==> src/rtl/cluster_pkg.sv <==
// Shared constants and types for the cluster frame encoder and its sub-blocks.
package cluster_pkg;
  localparam int MXSEGS     = 24;
  localparam int SEGSIZE    = 64;
  localparam int MXCLUSTERS = 8;
  localparam int ADRB       = 11;
  localparam int IDXB       = 6;
  localparam int SEGB       = 5;

  localparam logic [ADRB-1:0] INVALID_ADR = 11'h7FF;

  typedef logic [ADRB-1:0] cluster_adr_t;
endpackage

==> src/rtl/lsb_encoder64.sv <==
// Combinational 64-bit lowest-set-bit encoder; idx is 0 when no bit is set.
module lsb_encoder64 (
  input  logic [63:0] vec,
  output logic [5:0]  idx,
  output logic        any
);
  always_comb begin
    idx = '0;
    for (int i = 63; i >= 0; i--) begin
      if (vec[i]) idx = 6'(i);
    end
  end

  assign any = |vec;
endmodule

==> src/rtl/cluster_frame_encoder.sv <==
// Three-stage LSB priority encoder over the truncated VPF vector, followed by a
// collector that packs the unique addresses of one 8-sample window into a frame.
module cluster_frame_encoder
  import cluster_pkg::*;
(
  input  logic                          clock,
  input  logic                          global_reset,
  input  logic                          frame_start,
  input  logic [MXSEGS*SEGSIZE-1:0]     vpfs_in,
  output logic [MXCLUSTERS*ADRB-1:0]    adr_out,
  output logic [MXCLUSTERS-1:0]         adr_valid,
  output logic [3:0]                    cluster_count,
  output logic                          frame_valid
);
  localparam logic [0:0] ST_IDLE    = 1'b0;
  localparam logic [0:0] ST_COLLECT = 1'b1;

  // Sample index/live generation on the input side; travels with the data.
  logic [2:0] cnt_q;
  logic       live_q;
  logic [2:0] in_idx;
  logic       in_live;

  assign in_idx  = frame_start ? 3'd0 : ((cnt_q == 3'd7) ? 3'd7 : cnt_q + 3'd1);
  assign in_live = frame_start | (live_q & (cnt_q != 3'd7));

  logic [IDXB-1:0]   enc_idx [MXSEGS];
  logic [MXSEGS-1:0] enc_any;

  for (genvar g = 0; g < MXSEGS; g++) begin : g_enc
    lsb_encoder64 u_enc (
      .vec (vpfs_in[g*SEGSIZE +: SEGSIZE]),
      .idx (enc_idx[g]),
      .any (enc_any[g])
    );
  end

  logic [IDXB-1:0]   s1_idx [MXSEGS];
  logic [MXSEGS-1:0] s1_any;
  logic              s1_start, s1_live;
  logic [2:0]        s1_tag;

  logic [SEGB-1:0]   sel_seg;
  logic [IDXB-1:0]   sel_idx;

  always_comb begin
    sel_seg = '0;
    sel_idx = '0;
    for (int i = MXSEGS - 1; i >= 0; i--) begin
      if (s1_any[i]) begin
        sel_seg = SEGB'(i);
        sel_idx = s1_idx[i];
      end
    end
  end

  logic [SEGB-1:0]   s2_seg;
  logic [IDXB-1:0]   s2_idx;
  logic              s2_hit, s2_start, s2_live;
  logic [2:0]        s2_tag;

  cluster_adr_t      s3_adr;
  logic              s3_hit, s3_start, s3_live;
  logic [2:0]        s3_tag;

  always_ff @(posedge clock) begin
    if (global_reset) begin
      cnt_q    <= '0;
      live_q   <= 1'b0;
      s1_any   <= '0;
      s1_start <= 1'b0;
      s1_live  <= 1'b0;
      s1_tag   <= '0;
      s2_seg   <= '0;
      s2_idx   <= '0;
      s2_hit   <= 1'b0;
      s2_start <= 1'b0;
      s2_live  <= 1'b0;
      s2_tag   <= '0;
      s3_adr   <= INVALID_ADR;
      s3_hit   <= 1'b0;
      s3_start <= 1'b0;
      s3_live  <= 1'b0;
      s3_tag   <= '0;
    end else begin
      cnt_q    <= in_idx;
      live_q   <= in_live;
      s1_any   <= enc_any;
      s1_start <= frame_start;
      s1_live  <= in_live;
      s1_tag   <= in_idx;
      s2_seg   <= sel_seg;
      s2_idx   <= sel_idx;
      s2_hit   <= |s1_any;
      s2_start <= s1_start;
      s2_live  <= s1_live;
      s2_tag   <= s1_tag;
      // seg*64 + idx is just the concatenation of the two fields.
      s3_adr   <= s2_hit ? {s2_seg, s2_idx} : INVALID_ADR;
      s3_hit   <= s2_hit;
      s3_start <= s2_start;
      s3_live  <= s2_live;
      s3_tag   <= s2_tag;
    end
  end

  // Index array is data only; no reset needed since s1_any gates its use.
  always_ff @(posedge clock) begin
    s1_idx <= enc_idx;
  end

  logic [0:0]   state_q, state_d;
  cluster_adr_t acc_q [MXCLUSTERS];
  cluster_adr_t acc_d [MXCLUSTERS];
  logic [3:0]   acc_cnt_q, cnt_d;
  cluster_adr_t last_q, last_d;
  logic         take, latch;

  always_comb begin
    state_d = state_q;
    acc_d   = acc_q;
    cnt_d   = acc_cnt_q;
    last_d  = last_q;
    take    = 1'b0;
    latch   = 1'b0;
    if (s3_live) begin
      if (s3_start) begin
        // A start always opens a fresh frame, discarding any partial one.
        state_d = ST_COLLECT;
        cnt_d   = '0;
        for (int i = 0; i < MXCLUSTERS; i++) acc_d[i] = INVALID_ADR;
        take    = 1'b1;
      end else if (state_q == ST_COLLECT) begin
        take = 1'b1;
      end
    end
    if (take) begin
      if (s3_hit && (cnt_d < 4'd8) && ((cnt_d == 4'd0) || (s3_adr != last_q))) begin
        acc_d[cnt_d[2:0]] = s3_adr;
        cnt_d             = cnt_d + 4'd1;
        last_d            = s3_adr;
      end
      if (s3_tag == 3'd7) begin
        latch   = 1'b1;
        state_d = ST_IDLE;
      end
    end
  end

  always_ff @(posedge clock) begin
    if (global_reset) begin
      state_q       <= ST_IDLE;
      acc_cnt_q     <= '0;
      last_q        <= INVALID_ADR;
      frame_valid   <= 1'b0;
      adr_valid     <= '0;
      cluster_count <= '0;
      for (int i = 0; i < MXCLUSTERS; i++) begin
        acc_q[i]                  <= INVALID_ADR;
        adr_out[i*ADRB +: ADRB]   <= INVALID_ADR;
      end
    end else begin
      state_q     <= state_d;
      last_q      <= last_d;
      frame_valid <= latch;
      if (latch) begin
        cluster_count <= cnt_d;
        acc_cnt_q     <= '0;
        for (int i = 0; i < MXCLUSTERS; i++) begin
          adr_out[i*ADRB +: ADRB] <= acc_d[i];
          adr_valid[i]            <= (4'(i) < cnt_d);
          acc_q[i]                <= INVALID_ADR;
        end
      end else begin
        acc_cnt_q <= cnt_d;
        acc_q     <= acc_d;
      end
    end
  end
endmodule

==> config.mk <==
export PLATFORM = sky130hd
export DESIGN_NAME = cluster_frame_encoder
export DESIGN_NICKNAME = d
export VERILOG_FILES = /design/src/rtl/cluster_pkg.sv /design/src/rtl/lsb_encoder64.sv /design/src/rtl/cluster_frame_encoder.sv
export SDC_FILE = /design/constraint.sdc
export NUM_CORES = 2
export LEC_CHECK = 0
export ABC_AREA = 1
export CELL_PAD_IN_SITES_DETAIL_PLACEMENT = 0
export CELL_PAD_IN_SITES_GLOBAL_PLACEMENT = 1
export CORE_AREA = 2 2 635 637
export CTS_CLUSTER_DIAMETER = 60
export CTS_CLUSTER_SIZE = 40
export DETAILED_ROUTE_END_ITERATION = 8
export DIE_AREA = 0 0 637 639
export PLACE_DENSITY = 0.39
export SLEW_MARGIN = 5
export SYNTH_ARGS = -nofsm -noshare
export SYNTH_HDL_FRONTEND = slang
export SYNTH_SLANG_ARGS = --single-unit
==> constraint.sdc <==
create_clock -name clock -period 12 [get_ports clock]
set_input_delay 3.6 -clock clock [delete_from_list [all_inputs] [get_ports clock]]
set_output_delay 3.6 -clock clock [all_outputs]
set_load 0.005 [all_outputs]
After elaboration in Yosys (flattened, before gate mapping). Index checks and enable logic that the tools add are counted.

Add/subtract/negate cells: 2. $lt $le $gt $ge: 11. Eq/ne operators: 4. Multiplexer cells: 1580. Bitwise gates (word level): 4. Reductions and logical operators: 159.

Operators with widths (number): 6-bit two-way mux (792); 5-bit two-way mux (392); 64-bit OR reduction (24); 4-bit two-way mux (204); 32-bit OR reduction (24); 16-bit OR reduction (24); 88-bit two-way mux (4); 3-bit two-way mux (101); 8-bit OR reduction (24); 2-bit two-way mux (50); 4-bit OR reduction (24); 88-bit bitwise mux (1); 2-bit OR reduction (28); 1-bit two-way mux (34); 11-bit demux with 3-bit select (1); 24-bit OR reduction (1); 17-bit OR reduction (1); 3-bit by 4-bit less-than comparator with 1-bit output, first input constant (4); 11-bit two-way mux (1); 11-bit inequality test (1); 9-bit OR reduction (1); 1-bit by 4-bit less-than comparator with 1-bit output, first input constant (2); 2-bit by 4-bit less-than comparator with 1-bit output, first input constant (2); 3-bit == test, second input constant (2); 16 further kinds (18).

Bits in registers: 412. Input port bits: 1539. Output and inout bits: 101. Logic and storage cells: 1938.

Depth between registers and ports, before layout.
Depth after elaboration: 63. Depth in mapped cells: 63.

Cells and area by module. Synthesis repeated with hierarchy kept, for this count alone.

Cell total of the unflattened synthesis: 7597. Area total of the unflattened synthesis: 40028.4 µm².

Modules (own cells, without submodules): lsb_encoder64 at g_enc[10].u_enc ... (instances 23, cells an instance 235, area an instance 1024.7 µm²); cluster_frame_encoder (instances 1, cells an instance 1962, area an instance 15447.3 µm²); lsb_encoder64 at g_enc[0].u_enc (instances 1, cells an instance 230, area an instance 1012.2 µm²).

Least setup slack after synthesis. OpenSTA, ideal clock, no wires.

Path type: input to register. Start: input vpfs_in[318]. End: register s1_idx[114] (netlist name). Library setup time: 0.066 ns. Arrival time: 6.267 ns. Data required time: 11.934 ns. Setup slack: 5.667 ns. Cell stages on the path: 63. Path through: inv_1 nand2_1 nand2_1 nand2_1 nand2_1 nand2_1 nand2_1 nand2_1 nand2_1 nand2_1 nand2_1 nand2_1 nand2_1 nand2_1 nand2_1 nand2_1 nand2_1 nand2_1 [... 27 more ...] nand2_1 nand2_1 nand2_1 nand2_1 nand2_1 nand2_1 nand2_1 nand2_1 nand2_1 nand2_1 nand2_1 nand2_1 nand2_1 nand2_1 nand2_1 nand2_1 nand2_1 a21oi_2.

Word-level cells in the longest chain between the ends: 62.

Ends and longest elaborated chain: start: declaration (RTL line cluster_frame_encoder.sv:9) `input logic [MXSEGS*SEGSIZE-1:0] vpfs_in,`; 6-bit two-way mux (31 in a row) (RTL line lsb_encoder64.sv:10) `if (vec[i]) idx = 6'(i);`; 5-bit two-way mux (16 in a row) (RTL line lsb_encoder64.sv:10); 4-bit two-way mux (8 in a row) (RTL line lsb_encoder64.sv:10); 3-bit two-way mux (4 in a row) (RTL line lsb_encoder64.sv:10); 2-bit two-way mux (2 in a row) (RTL line lsb_encoder64.sv:10); 1-bit two-way mux (RTL line lsb_encoder64.sv:10); end signal: assignment (RTL line cluster_frame_encoder.sv:109) `s1_idx <= enc_idx;`; end: declaration (RTL line cluster_frame_encoder.sv:38) `logic [IDXB-1:0] s1_idx [MXSEGS];`.

No other way between the ends. A chain may end at the register's enable or synchronous reset.

Final worst setup path.
Start: input vpfs_in[958]. End: register s1_idx[54] (netlist name).

Same word-level chain as after synthesis.

==> impl_metrics.tcl <==
set metrics [dict create \
    final_common_cell "nand2_1" \
    synth_top_cell_area_share_pct 28.9 \
    rsz0062_at_grt "false" \
    max-slew-margin-rel_pct -5.15 \
    cts_sinks 411 \
    root_buffer "clkbuf_16" \
    start_kind "primary input" \
    grt_start_max_net_pins 81 \
    synth_top_family_by_area "simple AND/OR/NAND/NOR gates" \
    r2r_setup_slack_ns 7.11 \
    place.gp.congestion 0.900 \
    syn_area_per_cell_um2 5.04 \
    port_buffers 1639 \
    critical_path.most_common_cell "nand2_1" \
    area_growth_syn_to_layout_pct 71.5 \
    maxSlewViolCount 3 \
    synth_compound_area_share_pct 10.9 \
    critPathKind "primary input to flip-flop" \
    cts_buffer_depth 3 \
    cts_tree "built" \
    crit_slowest_cell "nand2_1" \
    reg2regPathDepth 16 \
    cts_setup_buffers 0 \
    synthFlopType "dfxtp_1" \
    clock_latency_ns 0.74 \
    drtPass1Iterations 5 \
    tightest_slew_ns 1.57 \
    drive_gt1_share_pct 3.94 \
    crit_arrival_ns 8.68 \
    synth_adder_area_share_pct 0.106 \
    cts-buffers-inserted 60 \
    htree_levels 2 \
    seq_area_frac_synth_pct 23.2 \
    hold_ws_ns 0.398 \
    synth_area_um2 35500 \
    synthCells 7037 \
    synth_nets 8579 \
    die_w_um 637 \
    async_reset_ff_share_pct 0 \
    cellLeakagePower_nw 28.4 \
    critPathLaunch "vpfs_in[958]" \
    via_count 46300 \
    synth_cell_types 44 \
    clkTransAtPathRegs_ns 0.06 \
    max_cap_viol_count 1 \
    peakVddDrop_mv 0.112 \
    cpPeakStageDelay_ns 0.52 \
    use_met1_pct 15.3 \
    critical_path.endpoint "s1_idx[54]" \
    hold_depth 2 \
    period_share_pct 67.6 \
    synth_xor_area_share_pct 0.321 \
    max_freq_mhz 123 \
    grt_overflow 0 \
    hold_path.class "flip-flop to flip-flop" \
    wl_mm 291 \
    track_usage_pct 13.8 \
    post_cts_resized 0 \
    reg2reg_from "s1_any[22]" \
    status "finished, violations left" \
    rows 233 \
    busiest_layer "met2" \
    start_util_pct 8.85 \
    ys_seq_elements 411 \
    antenna_found_initial 211 \
    use_met3_pct 3.33 \
    synth.mux.area_fraction_pct 0 \
    dp_hpwl_mm 269 \
    crit_fanout 2 \
    critPathCaptureType "flip-flop" \
    synth_edf_count 0 \
    layout.cells.most_common_list "nand2_1 (2728), clkdlybuf4s50_1 (1638), inv_1 (1618)" \
    r2r-end "s2_idx[1]" \
    nets 10200 \
    cts_hold_buf 0 \
    drcViolationCount 0 \
    fin_skew_ns 0.0754 \
    yosys-top-cells-area "nand2_1 (29%), dfxtp_1 (23%), inv_1 (17%)" \
    violations "capacitance limit, slew limit" \
    io-pin-count 1640 \
    yosysTopAreaCell "nand2_1" \
    wl_per_cell_um 20.7 \
    finalSetupViolations 0 \
    setup-tns-final_ns 0 \
    dieArea_um2 407000 \
    power_mw 4.57 \
    min_period_ns 8.11 \
    grt_pass1_vias 46500 \
    required_ns 12.57 \
    hold_viol 0 \
    core_area_um2 401000 \
    ys_warn_count 0 \
    synthSimpleGateAreaFrac_pct 45.5 \
    grt_pass1_wl_mm 387 \
    met2_usage_pct 26.2 \
    ant_nets 0 \
    via_per_inst 3.28 \
    drt_iter0_drc 1955 \
    die_h_um 639 \
    power_density_nw_per_um2 75.2 \
]
-- synth_stat cells (36+ instances only) --
library cell	count
a21oi_1	165
a31oi_1	52
clkbuf_1	57
dfxtp_1	411
inv_1	1619
inv_2	102
nand2_1	2728
nand3_1	74
nor2_1	1204
nor3_1	104
o21ai_0	106
o22ai_1	79
o31ai_1	36
or2_2	49
-- worst max-delay path: cells and delay by family --
| family | cells | cell delay, ns |
|---|---|---|
| AO/OA/AOI/OAI | 1 | 0.05 |
| AND/OR/NAND/NOR | 61 | 4.45 |
| buffers and inverters | 2 | 0.52 |
-- flip-flops by register name (all words and copies together) (netlist names), 4 cells and up --
name / cells
s1_idx: 144
acc_q: 88
adr_out: 88
s1_any: 24
last_q: 11
s3_adr: 11
adr_valid: 8
s2_idx: 6
s2_seg: 5
acc_cnt_q: 4
-- how the worst min path moves through the flow --
stage               slack [ns]         to  startpoint
floorplan                 0.39  s3_adr[0]   s2_idx[0]
global placement          0.39  s3_tag[2]   s2_tag[2]
detailed placement        0.39  s3_tag[2]   s2_tag[2]
CTS                       0.39   s2_start    s1_start
global route              0.42   s2_start    s1_start
finish                    0.40   s2_start    s1_start
-- through the flow --
step	cells	worst slack (ns)	cell area, µm²	util [%]
4_1_cts	14000	3.68	60700	15.1
3_5_place_dp	13900	2.93	58500	14.6
3_3_place_gp	13900	2.72	58500	14.6
2_1_floorplan	7037	5.67	35500	-
5_1_grt	14100	3.17	60700	15.2
6_report	14100	3.89	60800	15.2
-- logic make-up after synthesis --
logic type / Yosys count
xor+xnor: 13
flops: 411
fa+ha+maj: 3
compound gates: 615
buf+inv: 1806
simple gates: 4189
-- area by class of cell --
type / count / area, µm²
antenna: 63 / 158
clock buffer: 66 / 1540
clock inverter: 47 / 597
fill: 46600 / 340000
inverter: 1746 / 6840
multi-input combinational: 4820 / 20200
sequential: 411 / 8230
tap: 5287 / 6620
timing repair buffer: 1664 / 16600
-- metal layers --
layer | vias up | share of wire (%)
met5 | - | 0.25
li1 | 24100 | -
met3 | 397 | 5.8
met4 | 116 | 2.0
met2 | 1264 | 52
met1 | 20500 | 40
-- power by group --
| group | leakage, nW | internal (mW) | switching (mW) |
|---|---|---|---|
| registers | 3.35 | 1.39 | 0.0248 |
| logic | 24.0 | 0.652 | 0.602 |
| clock network | 1.02 | 1.08 | 0.830 |
Power figures use the tool's default switching activity.
